### src/rtl/regfile_pkg.sv
`default_nettype none
// ============================================================================
// Module   : regfile_pkg
// Brief    : Shared register-file widths and the write-queue entry record.
// Revision : 1.0 - initial release
// ============================================================================
package regfile_pkg;

    localparam int REG_ADDR_WIDTH = 5;
    localparam int REG_DATA_WIDTH = 32;
    localparam int REG_COUNT      = 32;

    typedef struct packed {
        logic [REG_ADDR_WIDTH-1:0] addr;
        logic [REG_DATA_WIDTH-1:0] data;
    } wq_entry_t;

endpackage
`default_nettype wire

### src/rtl/wq_bypass_match.sv
`default_nettype none
// ============================================================================
// Module   : wq_bypass_match
// Brief    : Newest-match search over the write-queue entries for one lookup.
// Revision : 1.0 - initial release
// ============================================================================
module wq_bypass_match
    import regfile_pkg::*;
#(
    parameter int DEPTH = 4,
    parameter int PTR_W = 2
) (
    input  wq_entry_t [DEPTH-1:0]       entries,
    input  logic [DEPTH-1:0]            valid,
    input  logic [PTR_W-1:0]            head,
    input  logic [REG_ADDR_WIDTH-1:0]   lookup,
    output logic                        hit,
    output logic [REG_DATA_WIDTH-1:0]   data
);

    logic [PTR_W-1:0] idx;

    // Walk oldest to youngest so a later (younger) match overrides an earlier one.
    always_comb begin
        hit  = 1'b0;
        data = '0;
        idx  = '0;
        for (int i = 0; i < DEPTH; i++) begin
            idx = head + PTR_W'(i);
            if (valid[idx] && (entries[idx].addr == lookup)) begin
                hit  = 1'b1;
                data = entries[idx].data;
            end
        end
    end

endmodule
`default_nettype wire

### src/rtl/regfile_write_queue.sv
`default_nettype none
// ============================================================================
// Module   : regfile_write_queue
// Brief    : In-order queue merging mem/ALU register writes onto one RF port.
//            Optional bypass lookup enabled by macro REGFILE_WQ_BYPASS_EN.
// Revision : 1.0 - initial release
// ============================================================================
module regfile_write_queue
    import regfile_pkg::*;
#(
    parameter int DEPTH      = 4,
    parameter int DATA_WIDTH = REG_DATA_WIDTH,
    parameter int ADDR_WIDTH = REG_ADDR_WIDTH
) (
    input  logic                    clk,
    input  logic                    reset,
    input  logic                    memValid,
    input  logic [ADDR_WIDTH-1:0]   memRegister,
    input  logic [DATA_WIDTH-1:0]   memData,
    output logic                    memReady,
    input  logic                    aluValid,
    input  logic [ADDR_WIDTH-1:0]   aluRegister,
    input  logic [DATA_WIDTH-1:0]   aluData,
    output logic                    aluReady,
    output logic [ADDR_WIDTH-1:0]   writeRegister,
    output logic [DATA_WIDTH-1:0]   writeData,
    output logic                    regWrite,
    input  logic [ADDR_WIDTH-1:0]   lookupRegister1,
    input  logic [ADDR_WIDTH-1:0]   lookupRegister2,
    output logic                    lookupHit1,
    output logic                    lookupHit2,
    output logic [DATA_WIDTH-1:0]   lookupData1,
    output logic [DATA_WIDTH-1:0]   lookupData2,
    output logic [$clog2(DEPTH):0]  count
);

    localparam int PTR_W = $clog2(DEPTH);
    localparam int CNT_W = PTR_W + 1;

    wq_entry_t [DEPTH-1:0] entries;
    logic [PTR_W-1:0]      head;
    logic [PTR_W-1:0]      tail;
    logic [PTR_W-1:0]      alu_slot;
    logic [CNT_W-1:0]      free;
    logic [CNT_W-1:0]      count_next;
    logic                  push_mem;
    logic                  push_alu;
    logic                  pop;

    // Readiness looks only at the registered count, so the same-cycle pop never helps.
    assign free     = CNT_W'(DEPTH) - count;
    assign memReady = reset || (free >= CNT_W'(1));
    assign aluReady = reset || (free >= CNT_W'(2)) || ((free >= CNT_W'(1)) && !memValid);

    assign push_mem   = memValid && memReady && !reset;
    assign push_alu   = aluValid && aluReady && !reset;
    assign pop        = (count != '0);
    assign alu_slot   = tail + PTR_W'(push_mem);
    assign count_next = count + CNT_W'(push_mem) + CNT_W'(push_alu) - CNT_W'(pop);

    always_ff @(posedge clk) begin
        if (push_mem) entries[tail]     <= '{addr: memRegister, data: memData};
        if (push_alu) entries[alu_slot] <= '{addr: aluRegister, data: aluData};
    end

    always_ff @(posedge clk) begin
        if (reset) begin
            head          <= '0;
            tail          <= '0;
            count         <= '0;
            regWrite      <= 1'b0;
            writeRegister <= '0;
            writeData     <= '0;
        end else begin
            tail  <= tail + PTR_W'(push_mem) + PTR_W'(push_alu);
            count <= count_next;
            if (pop) begin
                head          <= head + PTR_W'(1);
                regWrite      <= 1'b1;
                writeRegister <= entries[head].addr;
                writeData     <= entries[head].data;
            end else begin
                regWrite      <= 1'b0;
            end
        end
    end

`ifdef REGFILE_WQ_BYPASS_EN
    logic [DEPTH-1:0]      valid;
    logic                  q_hit1;
    logic                  q_hit2;
    logic [DATA_WIDTH-1:0] q_data1;
    logic [DATA_WIDTH-1:0] q_data2;
    logic                  out_hit1;
    logic                  out_hit2;

    for (genvar k = 0; k < DEPTH; k++) begin : g_valid
        logic [PTR_W-1:0] age;
        assign age      = PTR_W'(k) - head;
        assign valid[k] = ({1'b0, age} < count);
    end

    wq_bypass_match #(.DEPTH(DEPTH), .PTR_W(PTR_W)) u_match1 (
        .entries (entries),
        .valid   (valid),
        .head    (head),
        .lookup  (lookupRegister1),
        .hit     (q_hit1),
        .data    (q_data1)
    );

    wq_bypass_match #(.DEPTH(DEPTH), .PTR_W(PTR_W)) u_match2 (
        .entries (entries),
        .valid   (valid),
        .head    (head),
        .lookup  (lookupRegister2),
        .hit     (q_hit2),
        .data    (q_data2)
    );

    // The output register is the oldest pending write; queue matches take priority.
    assign out_hit1    = regWrite && (writeRegister == lookupRegister1);
    assign out_hit2    = regWrite && (writeRegister == lookupRegister2);
    assign lookupHit1  = q_hit1 || out_hit1;
    assign lookupHit2  = q_hit2 || out_hit2;
    assign lookupData1 = q_hit1 ? q_data1 : (out_hit1 ? writeData : '0);
    assign lookupData2 = q_hit2 ? q_data2 : (out_hit2 ? writeData : '0);
`else
    logic unused_lookup;
    assign unused_lookup = ^{lookupRegister1, lookupRegister2};
    assign lookupHit1    = 1'b0;
    assign lookupHit2    = 1'b0;
    assign lookupData1   = '0;
    assign lookupData2   = '0;
`endif

endmodule
`default_nettype wire
### config.mk
export PLATFORM = sky130hd
export DESIGN_NAME = regfile_write_queue
export DESIGN_NICKNAME = d
export VERILOG_FILES = /design/src/rtl/regfile_pkg.sv /design/src/rtl/wq_bypass_match.sv /design/src/rtl/regfile_write_queue.sv
export SDC_FILE = /design/constraint.sdc
export NUM_CORES = 1
export LEC_CHECK = 0
export ABC_AREA = 1
export BUFFER_PORTS_ARGS = -buffer_cell sky130_fd_sc_hd__buf_2
export CAP_MARGIN = 15
export CELL_PAD_IN_SITES_DETAIL_PLACEMENT = 1
export CELL_PAD_IN_SITES_GLOBAL_PLACEMENT = 2
export CORE_ASPECT_RATIO = 0.5
export CORE_MARGIN = 3
export CORE_UTILIZATION = 30
export CTS_CLUSTER_SIZE = 30
export DETAILED_ROUTE_END_ITERATION = 12
export PLACE_DENSITY = 0.82
export SLEW_MARGIN = 40
export SYNTH_ARGS = -nofsm -noshare
export SYNTH_HDL_FRONTEND = slang
export SYNTH_SLANG_ARGS = --single-unit
### constraint.sdc
create_clock -name clk -period 3.9 [get_ports clk]
set_input_delay 0.585 -clock clk [delete_from_list [all_inputs] [get_ports clk]]
set_output_delay 0.585 -clock clk [all_outputs]
set_load 0.1 [all_outputs]
== After elaboration in Yosys (flattened, before gate mapping) ==
Index checks and enable logic that the tools add are counted.

* Add/subtract/negate cells: 7
* $lt $le $gt $ge: 7
* Multiplexer cells: 11
* Reductions and logical operators: 13

{| class="wikitable"
|+ Operators by type and width
! kind !! count
|-
| bitwise mux 148 bit || 2
|-
| 2-to-1 mux 148 bit || 2
|-
| demux 37 bit (select 2 bit) || 2
|-
| 2-to-1 mux 37 bit || 3
|-
| binary-select mux 37 bit (select 2 bit) || 1
|-
| less-than comparator 2 x 3 -> 1 bit, second input constant || 3
|-
| logical AND 1 bit || 7
|-
| adder 3 x 1 -> 3 bit || 2
|-
| adder 2 x 1 -> 2 bit || 2
|-
| >= comparator 2 x 1 -> 1 bit, second input constant || 2
|-
| >= comparator 3 x 1 -> 1 bit, second input constant || 1
|-
| >= comparator 3 x 2 -> 1 bit, second input constant || 1
|-
| logical OR 1 bit || 3
|-
| nonzero test 3 bit || 1
|-
| subtractor 3 x 1 -> 3 bit || 1
|-
| subtractor 3 bit, first input constant || 1
|-
| adder 2 x 1 -> 2 bit, second input constant || 1
|-
| logical NOT 1 bit || 2
|-
| 2-to-1 mux 1 bit || 1
|}

* Register bits after elaboration: 193
* Input port bits: 88
* Output and inout port bits: 109
* Word-level logic and storage cells: 52

== Logic depth before layout (Yosys ltp) ==
Gate-level depths: netlist of run 1.

* Word-level depth: 12
* Depth in mapped cells: 17
* Mapped depth without buffers: 15

== Worst setup path before layout of run 1 ==
No wires, ideal clock.

* Path type: reg-to-reg
* Start: register count[1]
* End: register count[2]
* Setup time: 0.071 ns
* Arrival: 4.007 ns
* Required time: 3.829 ns
* Path slack: -0.178 ns
* Stages on the path, launching flop included: 18
* Path buffers: 2
* Period minus slack after synthesis: 4.078 ns
* Cell sequence: dfxtp_1 -> inv_1 -> ha_1 -> ha_1 -> inv_1 -> nor2_1 -> nand2_1 -> nand2_2 -> buf_2 -> buf_2 -> ha_1 -> xnor2_1 -> inv_1 -> ha_1 -> o21bai_1 -> fa_1 -> or2_2 -> a21oi_1

* Longest elaborated chain between the ends: 8
* Elaborated cells between the ends (all ways): 15
* Classes of those cells: 4 x add/sub; 2 x order compare; 9 x reduce/logical

{| class="wikitable"
|+ Ends and longest elaborated chain
! what !! line !! text
|-
| start, declared || regfile_write_queue.sv:34 || <nowiki>output logic [$clog2(DEPTH):0] count</nowiki>
|-
| start signal, assigned || regfile_write_queue.sv:76 || <nowiki>count <= count_next;</nowiki>
|-
| subtractor 3 bit || regfile_write_queue.sv:51 || <nowiki>assign free = CNT_W'(DEPTH) - count;</nowiki>
|-
| >= comparator 3 x 1 -> 1 bit or >= comparator 3 x 2 -> 1 bit (tied branches) || regfile_write_queue.sv:52, regfile_write_queue.sv:53 ||
|-
| logical OR 1 bit, or another cell as far along || regfile_write_queue.sv:52 || <nowiki>assign memReady = reset || (free >= CNT_W'(1));</nowiki>
|-
| logical AND 1 bit or logical OR 1 bit (tied branches) || regfile_write_queue.sv:55, regfile_write_queue.sv:53 ||
|-
| logical AND 1 bit, on equally long branches || regfile_write_queue.sv:55, regfile_write_queue.sv:56 ||
|-
| adder 3 x 1 -> 3 bit or logical AND 1 bit (tied branches) || regfile_write_queue.sv:59, regfile_write_queue.sv:56 ||
|-
| adder 3 x 1 -> 3 bit || regfile_write_queue.sv:59 || <nowiki>assign count_next = count + CNT_W'(push_mem) + CNT_W'(push_alu) - CNT_W'(pop);</nowiki>
|-
| subtractor 3 x 1 -> 3 bit * || regfile_write_queue.sv:59 ||
|}

Mark *: on every way between the ends. The rest lies on a longest branch, timed or not.
A chain may end at the register's enable or synchronous reset.

== Worst setup path after layout of run 1 ==
* Start: register count[0]
* End: register count[2]

The elaborated chain is that of the path after synthesis.

==> metrics.txt, run 1 <==
Num CTS Buffers=17; first-pass GRT wire length=73.5 mm; Net Sw Frac=0.549; share of post-route cells with drive strength above 1=0.0952; clock power share=0.134; non-filler cells, final=2,726; CTS tree=built; r2r endpoint=count[2]; R2R Setup Slk=0.68 ns; CTS sink cnt=193; post-layout min period=3.22 ns; Final WS setup=0.677 ns; #FFs+latches synth=193; Comb pwr share=0.598; Die Span X=293 µm; synthesized area=12,400 µm²; Max VDD drop=0.000379 V; Clk Latency, worst-skew pair=0.45 ns; period utilization=0.826; Synth Warn #=0; crit path max fanout=6; largest net degree at the start of global routing=149; worst-margin pin slew=0.794 ns; Top Ports=197; worst slack at placement=0.670 ns; final hold vios=0; die height=150 µm; Top delay family on crit path=adder cells; GRT Util Overall=0.214; Hold Slack=0.411 ns; worst min path class=input port to flip-flop; Layout Skew=0.0108 ns; Cell Count Post-Placement=2,694; Psw=7.24 mW; total iterations of the first detailed-routing run=5; Post-Syn Area per Cell=5.76 µm²; initial antenna violation count=3; Hold Path Depth=3; delay of the slowest cell on the worst path=0.41 ns; clk slew on worst S/H paths=0.08 ns; die area=43,900 µm²; Core ar.=39,800 µm²; FF-to-FF path depth=15; initial cell density of the core=0.311; Worst setup SP type=flip-flop; antenna-violating nets left=0; Worst EP arrival=3.60 ns; depth of the CTS H-tree=4; register area share after synthesis=0.312; DRT iter0 DRCs=701; Remaining Overflow, GRT=0; Via density=4.88; CP endpoint kind=flip-flop; DRC viols=0; number of global-route vias before repair=13.4k; min-delay src=aluData[28]; Post-CTS Setup Inserts=0; sum of buffers and inverters on the critical path=3; Crit path top cell by count=ha_1; row count=51; reg-to-reg critical path startpoint=count[0]; maxcap violations=0; Worst Path Required=4.28 ns; Buffers on Ports=120; hold buffer count at CTS=0; Net count, final=2,280; Max clock buf depth=2; area grow syn2layout=10.1%; most common cell after layout, fill and taps aside=nand2_1; power density over cell area=968 nW/µm²; most frequent cells in the layout=nand2_1, nor2_1, dfxtp_1; wire per inst=17.3 µm; HPWL after detailed placement=27.9 mm; Pint=5.96 mW; via count=13.3k; Unique masters post-synth=29; Seq pwr share=0.268; Cells after Synth=2,153; CTS root buffer=clkbuf_16; status=complete, no violations; Total Neg Setup Slack=0 ns; Hold Path Sink=entries[28]; Worst slew margin=0.471; WS Path Type=flip-flop to flip-flop; final setup violation count=0; upper clock frequency limit=310 MHz; leakage=7.40 nW; Slew Limit Fails=0; RSZ-0062 raised after global routing=false; Resize count post-CTS=0; worst-path cell chain=inv_1, ha_1, ha_1, inv_1, nor2_1, nand2_1, nand2_4, ha_1, xnor2_1, inv_1, ha_1, o21bai_1, fa_1, or2_2, a21oi_1; WL final=47.3 mm; Crit-path slowest cell=fa_1; RePlAce Congestion=0.730
-- stage by stage --
stage | power [mW] | util | instance area (µm²)
5_1_grt | 14.4 | 0.343 | 13600
4_1_cts | 13.3 | 0.342 | 13600
2_1_floorplan | 9.53 | - | 12600
3_3_place_gp | 11.3 | 0.328 | 13100
3_5_place_dp | 11.5 | 0.329 | 13100
6_report | 13.2 | 0.343 | 13600
-- flip-flops by register name (all words and copies together), names as in the netlist --
signal         cells
count              3
regWrite           1
writeData         32
entries          148
tail               2
writeRegister      5
head               2
-- kinds of logic (layout without fill, tap and decap cells) --
| kind of cell | Yosys count | in the layout | synth area share |
|---|---|---|---|
| DFF | 193 | 193 | 0.312 |
| AOI/OAI and AO/OA | 192 | 192 | 0.0855 |
| adders and majority gates | 9 | 9 | 0.00969 |
| xor gates and xnor gates | 3 | 3 | 0.00212 |
| buffers and inverters | 306 | 283 | 0.126 |
| other | 1 | 67 | 0.000303 |
| and+or+nand+nor | 1449 | 1449 | 0.464 |
-- final cells by class --
cell class                 instances  area (µm²)
inverter                         100         377
clock buffer                      23         468
timing repair buffer             152         948
multi-input combinational       1719        7230
fill                            5475       26200
antenna                            1        2.50
sequential                       193        3870
clock inverter                     8        81.3
tap                              530         663
-- worst max path at each step --
stage / cells after the start / endpoint / slack [ns] / from
6_report: 15 / count[2] / 0.68 / count[0]
5_1_grt: 14 / entries[86] / 0.48 / count[0]
4_1_cts: 15 / count[2] / 0.64 / count[0]
3_5_place_dp: 15 / count[2] / 0.67 / count[0]
3_3_place_gp: 15 / count[2] / 0.74 / count[0]
2_1_floorplan: 16 / count[2] / 0.16 / count[2]
-- worst reg2reg max path, cell delays in order (launching register included) --
cell and delay, ns:
dfxtp_2 0.38, inv_1 0.08, ha_1 0.20, ha_1 0.30, inv_1 0.04, nor2_1 0.25
nand2_1 0.17, nand2_4 0.10, ha_1 0.25, xnor2_1 0.16, inv_1 0.06, ha_1 0.17
o21bai_1 0.17, fa_1 0.41, or2_2 0.30, a21oi_1 0.12
-- metal layers --
metal | part of all wire | GRT usage | up-vias | wire [µm]
met5 | 0.00057 | 0 | - | 27
met4 | 0.012 | 0.0453 | 4 | 544
met3 | 0.042 | 0.0349 | 43 | 1970
met2 | 0.47 | 0.378 | 246 | 22200
met1 | 0.48 | 0.277 | 6444 | 22500
li1 | - | - | 6569 | -
-- cell usage after synthesis (all sizes together) --
cell type  count  share of area
a21oi         40          0.016
fa             1         0.0016
nand2        720           0.22
ha             8         0.0081
clkbuf        45          0.014
o21ai        114          0.046
nor2         575           0.18
dfxtp        193           0.31
xnor2          1        0.00071
or2            1        0.00051
xor2           2         0.0014
conb           1        0.00030
o211ai        37          0.022
buf          161          0.082
o21bai         1        0.00061
inv          100          0.030
nand3        153          0.063
-- power by group through the flow --
stage	Clock [mW]	Combinational (mW)	Sequential (mW)
floorplan	0	4.98	4.55
global placement	0	7.75	3.55
detailed placement	0	7.91	3.58
CTS	1.83	7.96	3.54
global route	1.91	8.85	3.67
finish	1.77	7.89	3.53
No activity file was read; power rests on OpenSTA's default activity.
==> run 2: changes to the inputs <==
==> constraint.sdc (replaced) <==
create_clock -name clk -period 3.3 [get_ports clk]
set_input_delay 0.495 -clock clk [delete_from_list [all_inputs] [get_ports clk]]
set_output_delay 0.495 -clock clk [all_outputs]
set_load 0.1 [all_outputs]
==> run 2 against run 1 <==
Count of clock-buffer cells in the layout down 1; highest routed layer is now met4; setup slack got worse by 0.41 ns; cell area increased by 0.93%; clock power grew 28%; critical path type unchanged; largest cell class unchanged; combinational power grew 19%; sequential power grew 18%; fmax increased by 6.4%; critical path depth stayed put; wire length rose by 1.3%; die area unchanged; sequential share of layout area decreased by 0.23 points.
==> metrics.txt, run 2 (synthesis gave the netlist of run 1 again) <==
status=complete, no violations; Via density=4.84 (-0.93%); Top Ports=197 (unchanged); Net count, final=2,288 (+0.35%); non-filler cells, final=2,734 (+0.29%); top flop regs=entries: 148 flops, writeData: 32 flops, writeRegister: 5 flops; Final WS setup=0.270 ns (-0.407 ns); Clk Latency, worst-skew pair=0.46 ns (about the same); Crit path top cell by count=ha_1; power density over cell area=1150 nW/µm² (+19%); most frequent cells in the layout=nand2_1, nor2_1, dfxtp_1; GRT Util Overall=0.217 (+0.00302); leakage=7.48 nW (+1.0%); crit path max fanout=6 (unchanged); Max VDD drop=0.000578 V (+52%); row count=51 (unchanged); CTS tree=built; share of post-route cells with drive strength above 1=0.102 (+0.00687); Max clock buf depth=2 (unchanged); die height=150 µm (unchanged); worst min path class=input port to flip-flop; Slew Limit Fails=0 (unchanged); Buffers on Ports=120 (unchanged); most common cell after layout, fill and taps aside=nand2_1; Cell Count Post-Placement=2,702 (+0.30%); worst slack at placement=0.251 ns (-0.419 ns); DRC viols=0 (unchanged); wire per inst=17.5 µm (+0.99%); WS Path Type=flip-flop to flip-flop; via count=13.2k (-0.64%); period utilization=0.918 (+0.0917); Top delay family on crit path=adder cells; number of global-route vias before repair=13.3k (-0.63%); delay of the slowest cell on the worst path=0.41 ns (about the same); largest net degree at the start of global routing=149 (unchanged); area grow syn2layout=11.1%; Core ar.=39,800 µm² (unchanged); CP endpoint kind=flip-flop; Met1 Routed Length=23.1 mm (+2.6%); RePlAce Congestion=0.733 (+0.42%); Worst slew margin=0.425 (-0.0451); Total Neg Setup Slack=0 ns (unchanged); R2R Setup Slk=0.27 ns (-0.41 ns); DRT iter0 DRCs=757 (+8.0%); Resize count post-CTS=0 (unchanged); final setup violation count=0 (unchanged); Worst Path Required=3.69 ns (-0.59 ns); top sig layer=met4; Num CTS Buffers=17 (unchanged); maxcap violations=0 (unchanged); largest reg by FF count=entries; depth of the CTS H-tree=4 (unchanged); antenna-violating nets left=0 (unchanged); post-layout min period=3.03 ns (-0.193 ns); fin util=0.346 (+0.00317); hold buffer count at CTS=0 (unchanged); Largest register FFs=148 (unchanged); RSZ-0062 raised after global routing=false; Die Span X=293 µm (unchanged); total iterations of the first detailed-routing run=4 (-1); initial antenna violation count=0 (-3); clk slew on worst S/H paths=0.07 ns (about the same); WL final=47.9 mm (+1.3%); CTS sink cnt=193 (unchanged); WL met2=22.2 mm (about the same); Layout Skew=0.00979 ns (-0.00101 ns); sum of buffers and inverters on the critical path=3 (unchanged); initial cell density of the core=0.311 (unchanged); ANT cells=0 (-1); HPWL after detailed placement=28.4 mm (+1.8%); upper clock frequency limit=330 MHz (+6.4%); CTS root buffer=clkbuf_16; worst-margin pin slew=0.862 ns (+0.0677 ns); first-pass GRT wire length=74.3 mm (+1.0%); Remaining Overflow, GRT=0 (unchanged); Worst setup SP type=flip-flop; Post-CTS Setup Inserts=0 (unchanged); final hold vios=0 (unchanged); Crit-path slowest cell=fa_1; die area=43,900 µm² (unchanged); metal3 WL=1.96 mm (-0.66%); worst-path cell chain=inv_2, ha_1, ha_1, inv_1, nor2_2, nand2_1, nand2_4, ha_4, xnor2_1, inv_1, ha_1, o21bai_1, fa_1, or2_2, a21oi_1; Worst EP arrival=3.42 ns (-0.18 ns)
[run 2: cell count changes in the layout (fill, tap and decap cells not counted), sizes merged]
cell	change
buf	+8
bufinv	+2
clkbuf	-1
clkinv	+5
clkinvlp	-4
diode	-1
inv	-1
[run 2: stage by stage]
step | hold WS (ns) | cell area [µm²] | total power, mW
after global routing | 0.310 | 13800 | 17.2
after floorplan | 0.531 | 12700 | 11.3
after global placement | 0.539 | 13200 | 13.4
after CTS | 0.297 | 13800 | 16.0
after detailed placement | 0.555 | 13200 | 13.6
final | 0.313 | 13800 | 15.8
[run 2: tightest hold or removal path: stages]
cell and delay, ns:
buf_2 0.11, nor2_1 0.05, nor2_1 0.08
[run 2: power by group]
| group | total [mW] | internal, mW | leakage (nW) | switching [mW] |
|---|---|---|---|---|
| combinational | 9.41 | 2.53 | 5.56 | 6.88 |
| sequential | 4.15 | 3.46 | 1.62 | 0.689 |
| clock | 2.27 | 1.25 | 0.300 | 1.02 |
| total | 15.8 | 7.24 | 7.48 | 8.59 |
[run 2: final cells by class]
type / instances / area, µm²
multi-input cells: 1719 / 7240
inverters: 100 / 378
repair buffers: 160 / 1000
flip-flops and latches: 193 / 3880
well taps: 530 / 663
clock buffers: 22 / 474
fillers: 5366 / 26100
clock inverters: 10 / 131
[run 2: path summary, 6_finish.rpt]
kind,start,end,cells after the start
worst min register to register,writeData[20],writeData[20],4
worst max-delay path,count[0],count[2],15
worst min-delay path,aluData[20],entries[57],3
worst max register to register,count[0],count[2],15
[run 2: routing by layer]
metal	vias up	track usage
li1	6589	-
met1	6327	0.288
met2	264	0.375
met3	41	0.0346
met4	0	0.0476
met5	-	0
